<file path="config.mk">
export PLATFORM = sky130hd
export DESIGN_NAME = enum_swap_pipe
export DESIGN_NICKNAME = d
export VERILOG_FILES = /design/src/rtl/enum_swap_pkg.sv /design/src/rtl/enum_swap_stage.sv /design/src/rtl/enum_swap_pipe.sv
export SDC_FILE = /design/constraint.sdc
export NUM_CORES = 1
export LEC_CHECK = 0
export ABC_AREA = 1
export CAP_MARGIN = 0
export CORE_ASPECT_RATIO = 1.1
export CORE_MARGIN = 1.5
export CORE_UTILIZATION = 46
export DETAILED_ROUTE_END_ITERATION = 16
export GPL_ROUTABILITY_DRIVEN = 0
export PLACE_DENSITY = 0.8
export SYNTH_ARGS = -nofsm -noshare
export SYNTH_HDL_FRONTEND = slang
export SYNTH_SLANG_ARGS = --single-unit
</file>
<file path="constraint.sdc">
create_clock -name clk -period 1.7 [get_ports clk]
set_clock_uncertainty 0.1 [all_clocks]
set_input_delay 0.425 -clock clk [delete_from_list [all_inputs] [get_ports clk]]
set_output_delay 0.425 -clock clk [all_outputs]
set_load 0.01 [all_outputs]
</file>
<file path="src/rtl/enum_swap_pkg.sv">
// rtl/enum_swap_pkg.sv - enum/opcode types and per-channel transform helpers for enum_swap_pipe
package enum_swap_pkg;

  typedef enum logic [1:0] {TEST_1 = 2'd0, TEST_2 = 2'd1, TEST_3 = 2'd2, TEST_4 = 2'd3} test_t;
  typedef enum logic [1:0] {OP_HOLD = 2'd0, OP_SWAP = 2'd1, OP_NEXT = 2'd2, OP_PREV = 2'd3} op_t;

  localparam int CNT_W = 16;

  // Flip bit 0; a result outside the legal range leaves the value untouched
  function automatic test_t swap(test_t v, int nvals);
    logic [1:0] r;
    r = v ^ 2'b01;
    if (int'(r) >= nvals) return v;
    return test_t'(r);
  endfunction

  // Apply one opcode; out-of-range inputs are returned unchanged
  function automatic test_t xform(test_t v, op_t op, int nvals);
    int vi;
    vi = int'(v);
    if (vi >= nvals) return v;
    case (op)
      OP_SWAP: return swap(v, nvals);
      OP_NEXT: vi = (vi + 1 >= nvals) ? 0 : vi + 1;
      OP_PREV: vi = (vi == 0) ? nvals - 1 : vi - 1;
      default: ;
    endcase
    return test_t'(vi[1:0]);
  endfunction

endpackage

</file>
<file path="src/rtl/enum_swap_stage.sv">
// rtl/enum_swap_stage.sv - one valid/ready register slice of the enum_swap_pipe datapath
module enum_swap_stage #(
  parameter int W = 8
) (
  input  logic         clk,
  input  logic         rst_n,
  input  logic         in_valid,
  output logic         in_ready,
  input  logic [W-1:0] in_data,
  output logic         out_valid,
  input  logic         out_ready,
  output logic [W-1:0] out_data
);

  logic         valid_q, valid_d;
  logic [W-1:0] data_q, data_d;

  // Room exists when empty or when the held beat leaves this cycle, so bubbles collapse
  assign in_ready = !valid_q || out_ready;

  // Load a new beat on accept; data only changes when a beat is taken so a stalled output holds
  always_comb begin
    valid_d = valid_q;
    data_d  = data_q;
    if (in_ready) begin
      valid_d = in_valid;
      if (in_valid) data_d = in_data;
    end
  end

  // Slice registers, cleared immediately on reset so no in-flight beat survives
  always_ff @(posedge clk or negedge rst_n) begin
    if (!rst_n) begin
      valid_q <= 1'b0;
      data_q  <= '0;
    end else begin
      valid_q <= valid_d;
      data_q  <= data_d;
    end
  end

  assign out_valid = valid_q;
  assign out_data  = data_q;

endmodule

</file>
<file path="src/rtl/enum_swap_pipe.sv">
// rtl/enum_swap_pipe.sv - multi-channel enum transform pipeline; ENUM_SWAP_PARITY_EN adds in_par/out_par
module enum_swap_pipe
  import enum_swap_pkg::*;
#(
  parameter int NUM_CH   = 4,
  parameter int NUM_VALS = 4,
  parameter int STAGES   = 2
) (
  input  logic                clk,
  input  logic                rst_n,
  input  logic                in_valid,
  output logic                in_ready,
  input  logic [2*NUM_CH-1:0] in_data,
  input  logic [2*NUM_CH-1:0] in_op,
`ifdef ENUM_SWAP_PARITY_EN
  input  logic [NUM_CH-1:0]   in_par,
  output logic [NUM_CH-1:0]   out_par,
`endif
  output logic                out_valid,
  input  logic                out_ready,
  output logic [2*NUM_CH-1:0] out_data,
  output logic [NUM_CH-1:0]   out_err,
  output logic [CNT_W-1:0]    xform_cnt
);

`ifdef ENUM_SWAP_PARITY_EN
  localparam int PW = 4*NUM_CH;
  logic [NUM_CH-1:0] x_par;
`else
  localparam int PW = 3*NUM_CH;
`endif

  logic [2*NUM_CH-1:0] x_data;
  logic [NUM_CH-1:0]   x_err;
  logic                ch_bad;
  logic [3:0]          n_xf;
  logic [PW-1:0]       pl_in, pl_out;
  logic [CNT_W:0]      cnt_sum;
  logic [CNT_W-1:0]    cnt_q, cnt_d;

  // Per-channel transform at the pipe input; flagged channels pass through and are not counted
  always_comb begin
    x_data = '0;
    x_err  = '0;
    n_xf   = '0;
    ch_bad = 1'b0;
`ifdef ENUM_SWAP_PARITY_EN
    x_par  = '0;
`endif
    for (int c = 0; c < NUM_CH; c++) begin
      ch_bad = (int'(in_data[2*c +: 2]) >= NUM_VALS);
`ifdef ENUM_SWAP_PARITY_EN
      if (in_par[c] != ^in_data[2*c +: 2]) ch_bad = 1'b1;
`endif
      x_err[c] = ch_bad;
      if (ch_bad) x_data[2*c +: 2] = in_data[2*c +: 2];
      else        x_data[2*c +: 2] = xform(test_t'(in_data[2*c +: 2]), op_t'(in_op[2*c +: 2]), NUM_VALS);
      if (!ch_bad && op_t'(in_op[2*c +: 2]) != OP_HOLD) n_xf = n_xf + 4'd1;
`ifdef ENUM_SWAP_PARITY_EN
      x_par[c] = ^x_data[2*c +: 2];
`endif
    end
  end

`ifdef ENUM_SWAP_PARITY_EN
  assign pl_in = {x_par, x_err, x_data};
`else
  assign pl_in = {x_err, x_data};
`endif

  // Register slices chained head to tail; ready ripples back from out_ready
  for (genvar s = 0; s < STAGES; s++) begin : g_st
    logic          up_valid, st_ready, st_valid, dn_ready;
    logic [PW-1:0] up_data, st_data;
    if (s == 0) begin : g_head
      assign up_valid = in_valid;
      assign up_data  = pl_in;
    end else begin : g_body
      assign up_valid = g_st[s-1].st_valid;
      assign up_data  = g_st[s-1].st_data;
    end
    if (s == STAGES-1) begin : g_tail
      assign dn_ready = out_ready;
    end else begin : g_next
      assign dn_ready = g_st[s+1].st_ready;
    end
    enum_swap_stage #(.W(PW)) u_stage (
      .clk      (clk),
      .rst_n    (rst_n),
      .in_valid (up_valid),
      .in_ready (st_ready),
      .in_data  (up_data),
      .out_valid(st_valid),
      .out_ready(dn_ready),
      .out_data (st_data)
    );
  end

  assign in_ready  = g_st[0].st_ready;
  assign out_valid = g_st[STAGES-1].st_valid;
  assign pl_out    = g_st[STAGES-1].st_data;
  assign out_data  = pl_out[2*NUM_CH-1:0];
  assign out_err   = pl_out[3*NUM_CH-1:2*NUM_CH];
`ifdef ENUM_SWAP_PARITY_EN
  assign out_par   = pl_out[4*NUM_CH-1:3*NUM_CH];
`endif

  assign cnt_sum = {1'b0, cnt_q} + {{(CNT_W-3){1'b0}}, n_xf};

  // Saturating transform counter, advanced only by accepted beats
  always_comb begin
    cnt_d = cnt_q;
    if (in_valid && in_ready) cnt_d = cnt_sum[CNT_W] ? '1 : cnt_sum[CNT_W-1:0];
  end

  // Counter register
  always_ff @(posedge clk or negedge rst_n) begin
    if (!rst_n) cnt_q <= '0;
    else        cnt_q <= cnt_d;
  end

  assign xform_cnt = cnt_q;

endmodule

</file>
; ---- Word level (Yosys, flattened, before mapping)
; Index checks and enable logic that the tools add are counted.
; Widths: inputs -> output; s select.
[op_classes]
n_addsub = 12
magnitude_cmp = 4
eq_ne = 12
n_mux = 29
n_bitwise = 4
reduce_logical = 15
[op_table]
columns = operator, n
row1 = $mux 2, 16
row2 = $add 16x4->17, 1
row3 = $eq 2x2->1 const B, 8
row4 = $mux 16, 1
row5 = $pmux 2 s2, 4
row6 = $add 2x1->3 const B, 4
row7 = $add 4x1->4 const B, 3
row8 = $ge 3x3->1 const B, 4
row9 = $mux 4, 3
row10 = $eq 2x1->1 const B, 4
row11 = $logic_not 2->1, 4
row12 = $reduce_bool 2->1, 4
row13 = $sub 2x1->2 const B, 4
row14 = $mux 1, 5
row15 = $not 1->1, 4
row16 = $reduce_and 2->1, 2
row17 = $logic_not 1->1, 2
row18 = $logic_or 1x1->1, 2
row19 = $logic_and 1x1->1, 1
[word_totals]
ff_bits = 34
input_bits = 20
output_inout_bits = 30
word_cells = 81

; ---- Depth between registers and ports, before layout
; Gate-level depths: netlist of run 1.
[logic_depth]
ltp_word = 10
depth_mapped = 19
mapped_depth_nobuf = 18

; ---- By module
; Synthesis of run 1 repeated with hierarchy kept, for this count alone.
[hier_totals]
cells_unflattened = 334
area_unflattened_um2 = 2601.2
[by_module_without_submodules]
columns = module, n_inst, cells_per_inst, area_per_inst_um2, seq_area_each_um2
row1 = enum_swap_pipe, 1, 222, 1525.2, 400.4
row2 = enum_swap_stage, 2, 56, 538.0, 325.3

; ---- Least setup slack after synthesis of run 1
; Ideal clock, no wire load.
[synth_timing]
kind = input to register
start = input port in_op[1]
end = register cnt_q[9], in the netlist xform_cnt[9]
setup_ns = 0.129
t_arrival_ns = 2.765
required_ns = 1.471
path_slack_ns = -1.295
cell_stages = 19
n_path_buf = 1
path_cell_list = inv_1 -> nand2_1 -> inv_1 -> ha_1 -> xor2_1 -> inv_1 -> ha_1 -> or2_2 -> o21ai_0 -> inv_1 -> ha_1 -> nand2_1 -> nand2_1 -> nand3_1 -> nand2_1 -> buf_4 -> nand3_1 -> nand2_1 -> nand3_1
[synth_between]
elab_chain_len = 10
[synth_lines]
columns = element, line
row1 = from (decl), enum_swap_pipe.sv:14  ; input logic [2*NUM_CH-1:0] in_op,
row2 = $reduce_bool 2->1 (*), enum_swap_pipe.sv:58  ; if (!ch_bad && op_t'(in_op[2*c +: 2]) != OP_HOLD) n_xf = n_xf + 4'd1;
row3 = $mux 1 (*), enum_swap_pipe.sv:58
row4 = $add 4x1->4, enum_swap_pipe.sv:58
row5 = $mux 4 (*), enum_swap_pipe.sv:58
row6 = $add 4x1->4, enum_swap_pipe.sv:58
row7 = $mux 4 (*), enum_swap_pipe.sv:58
row8 = $add 4x1->4, enum_swap_pipe.sv:58
row9 = $mux 4 (*), enum_swap_pipe.sv:58
row10 = $add 16x4->17 (*), enum_swap_pipe.sv:108  ; assign cnt_sum = {1'b0, cnt_q} + {{(CNT_W-3){1'b0}}, n_xf};
row11 = $mux 16 (*), enum_swap_pipe.sv:113  ; if (in_valid && in_ready) cnt_d = cnt_sum[CNT_W] ? '1 : cnt_sum[CNT_W-1:0];
row12 = to (signal assigned), enum_swap_pipe.sv:119  ; else cnt_q <= cnt_d;
row13 = to (decl), enum_swap_pipe.sv:39  ; logic [CNT_W-1:0] cnt_q, cnt_d;
; Every way passes the cells marked *; elsewhere a longest branch is shown, timed or not.
; A chain may end at the register's enable or synchronous reset.

; ---- Worst setup path after layout of run 1
[layout_timing]
start = input port in_op[0]
end = register cnt_q[5], in the netlist xform_cnt[5]
; The elaborated chain is that of the path after synthesis.

==> metrics.md, run 1 <==
| Metric | Value |
|---|---|
| Status | `finished, violations left` |
| Failing checks | `negative setup slack` |
| Routed len/inst | `17.39 um` |
| Slowest cell on the critical path | `ha_1` |
| Grt ovf | `0` |
| Starting density of the core | `0.4771` |
| Mapped Area | `2220 um^2` |
| Final Net Count | `437` |
| Hold_sp | `g_st[1].u_stage.out_data[7]` |
| RSZ-0062 raised after global routing | `yes` |
| FP Rows | `26` |
| Buffer depth of the longest clock path | `2` |
| Die height | `75.86 um` |
| Design area | `3682 um^2` |
| Worst R2R Path Depth | `9` |
| DRC | `0` |
| Post-route non-filler standard cell count | `458` |
| Max VDD drop | `0.6484 mV` |
| R2r startpoint | `xform_cnt[0]` |
| Yosys warning count | `0` |
| CP startpoint kind | `primary input` |
| CTS tree | `yes` |
| Seq cells post-synth | `34` |
| EDFF count, synth | `0` |
| Clock root buffer | `clkbuf_8` |
| Setup TNS | `-14.31 ns` |
| Ys async rst share | `1.000` |
| Hold WS | `0.3830 ns` |
| Starting DRC count in detailed routing | `279` |
| Cells after Synth | `290` |
| Period minus WS final | `2.668 ns` |
| Initial antenna violation count | `0` |
| Area growth from synthesis to layout | `65.90%` |
| CP Max Fanout | `6` |
| GRT Total Usage | `0.2704` |
| Number of failing hold endpoints at the final stage | `0` |
| R2R Path End | `xform_cnt[4]` |
| Critical path capture point type | `flop` |
| Pre-antenna DRT Iters | `5` |
| Reg clk slew, reported paths | `0.08 ns` |
| Global-route wire length before repair | `11180 um` |
| CP bufs+invs | `4` |
| Die Area | `5251 um^2` |
| Detail Placement HPWL | `4143 um` |
| Max cap viols | `0` |
| Worst Slack Setup Final | `-0.9681 ns` |
| # setup viols final | `18` |
| Sequential share of the synthesized area | `0.3833` |
| CP Data Arrival Time | `2.73 ns` |
| Hold_buf cts | `0` |
| Post-Route WL | `7963 um` |
| Achievable Freq | `374.8 MHz` |
| H-tree Lvls | `2` |
| Max Slew Vio Count | `0` |
| Clk sinks | `34` |
| Avg Inst Size Synth | `7.654 um^2` |
| Vias in the first global route | `2542` |
| Pwr dens | `1196 nW/um^2` |
| CP Class | `in -> reg` |
| # fillers | `274` |
| Most frequent cells in the layout | `buf_4, nand2_1, inv_1` |
| Clock buffer count from CTS | `5` |
| DP Cell Count | `437` |
| Worst skew pair latency | `0.30 ns` |
| Largest net degree at the start of global routing | `35` |
| Hold depth | `2` |
| Util after Layout | `0.7916` |
| Final period util | `1.569` |
| Count of different cell masters after synthesis | `32` |
| Crit path max-delay family | `simple AND/OR/NAND/NOR gates` |
| Vias | `2571` |
| Boundary Pins | `50` |
| ANT cells | `0` |
| Power Total | `4.404 mW` |
| Dpl cell area | `3193 um^2` |
| Layout cells sized above 1 | `0.3731` |
| Slowest Stage Delay on Critical Path | `0.30 ns` |
| Lkg Pwr | `1.866 nW` |
| Pre-CTS WS | `-1.834 ns` |
| Cell Chain, Critical Path | `buf_12, inv_12, nand2_8, buf_4, ha_2, nand2_1, o21ai_2, ha_1, or2_4, o21ai_4, inv_2, ha_4, nand2_4, nand2_4, nand3_4, nand2_4, nand2_1, nand2_1, nand3_1` |
| Register-to-register setup slack | `-0.19 ns` |
| Hold WC Path Type | `reg -> reg` |
| Data required, critical path | `1.76 ns` |
| Total core area | `4652 um^2` |
| Commonest non-fill, non-tap cell in the layout | `buf_4` |
| Post-DRT Antenna Nets | `0` |
| IO Port Bufs | `45` |
| Main synth FF type | `dfrtp_1` |
| Drt via density | `5.614` |
| End of the worst hold path | `g_st[1].u_stage.out_data[7]` |
| Die W | `69.23 um` |
-- kinds of logic (layout without fill, tap and decap cells) --
logic type	after synthesis	after routing	synth area share
AOI/OAI and AO/OA	34	34	0.08399
xor gates and xnor gates	5	5	0.01973
adders and majority gates	16	16	0.09357
buffers and inverters	60	167	0.1178
DFF	34	34	0.3833
muxes	3	3	0.01522
other	1	5	0.001689
and+or+nand+nor	137	138	0.2847
-- how the worst max path moves through the flow --
stage | startpoint | endpoint | cells after the start
finish | in_op[0] | xform_cnt[5] | 19
global route | in_op[0] | xform_cnt[5] | 16
CTS | in_op[0] | xform_cnt[10] | 18
detailed placement | in_op[0] | xform_cnt[7] | 19
global placement | in_op[0] | xform_cnt[7] | 19
floorplan | in_op[0] | xform_cnt[9] | 19
-- final cells by class --
| type | instances | area, um^2 | share of cell area |
|---|---|---|---|
| Clock inverter | 3 | 68.82 | 0.01869 |
| Multi-Input combinational cell | 201 | 1444 | 0.3921 |
| Inverter | 50 | 227.7 | 0.06184 |
| Clock buffer | 5 | 68.82 | 0.01869 |
| Tap cell | 56 | 70.07 | 0.01903 |
| Sequential cell | 34 | 850.8 | 0.2311 |
| Timing Repair Buffer | 109 | 952.2 | 0.2586 |
-- power by group --
part	leakage [nW]	total (mW)	internal (mW)	switching, mW
Combinational	1.38	2.28	0.999	1.28
Clock	0.0683	0.940	0.588	0.352
Sequential	0.417	1.19	1.02	0.164
-- cells in the mapped netlist, types with 2 or more instances --
master	number	area (um^2)
nor2_1	25	93.84
mux2_2	3	33.78
dfrtp_1	34	850.8
inv_1	49	183.9
buf_6	2	22.52
nand2_1	60	225.2
buf_4	5	37.54
nand3_1	31	155.2
ha_1	15	187.7
o21ai_0	16	80.08
xnor2_1	2	17.52
buf_2	2	10.01
nand3_2	2	20.02
o211ai_1	2	15.01
a31oi_1	3	18.77
a21oi_1	9	45.04
xor2_1	3	26.28
nand4_1	12	75.07
nand3b_1	2	15.01
-- tightest hold or removal path, cell delays in order (launching register included) --
cell and delay (ns):
dfrtp_1 0.35, nand2_1 0.05, o21ai_0 0.06
-- flip-flops by register name (all words and copies together) (netlist names) --
name                    cells
g_st.u_stage.out_data      16
g_st.u_stage.out_valid      2
xform_cnt                  16
-- repair_timing --
action	in CTS	in global routing
setup endpoints to repair	40	29
pin swaps	22	18
buffers inserted	10	2
resized for setup	84	38
cloned	1	0
-- metal layers --
layer	GRT usage	part of all wire	wire length, um
met5	0	0	0
met4	0.1351	0.048	380
met3	0.04630	0.053	422
met2	0.5331	0.54	4315
met1	0.2828	0.36	2845
No activity file was read; power rests on OpenSTA's default activity.
==> run 2: changes to the inputs <==
- CAP_MARGIN: 0 -> not set
==> results of run 2 <==
Final layout, timing and power as in run 1 (identical DEF).
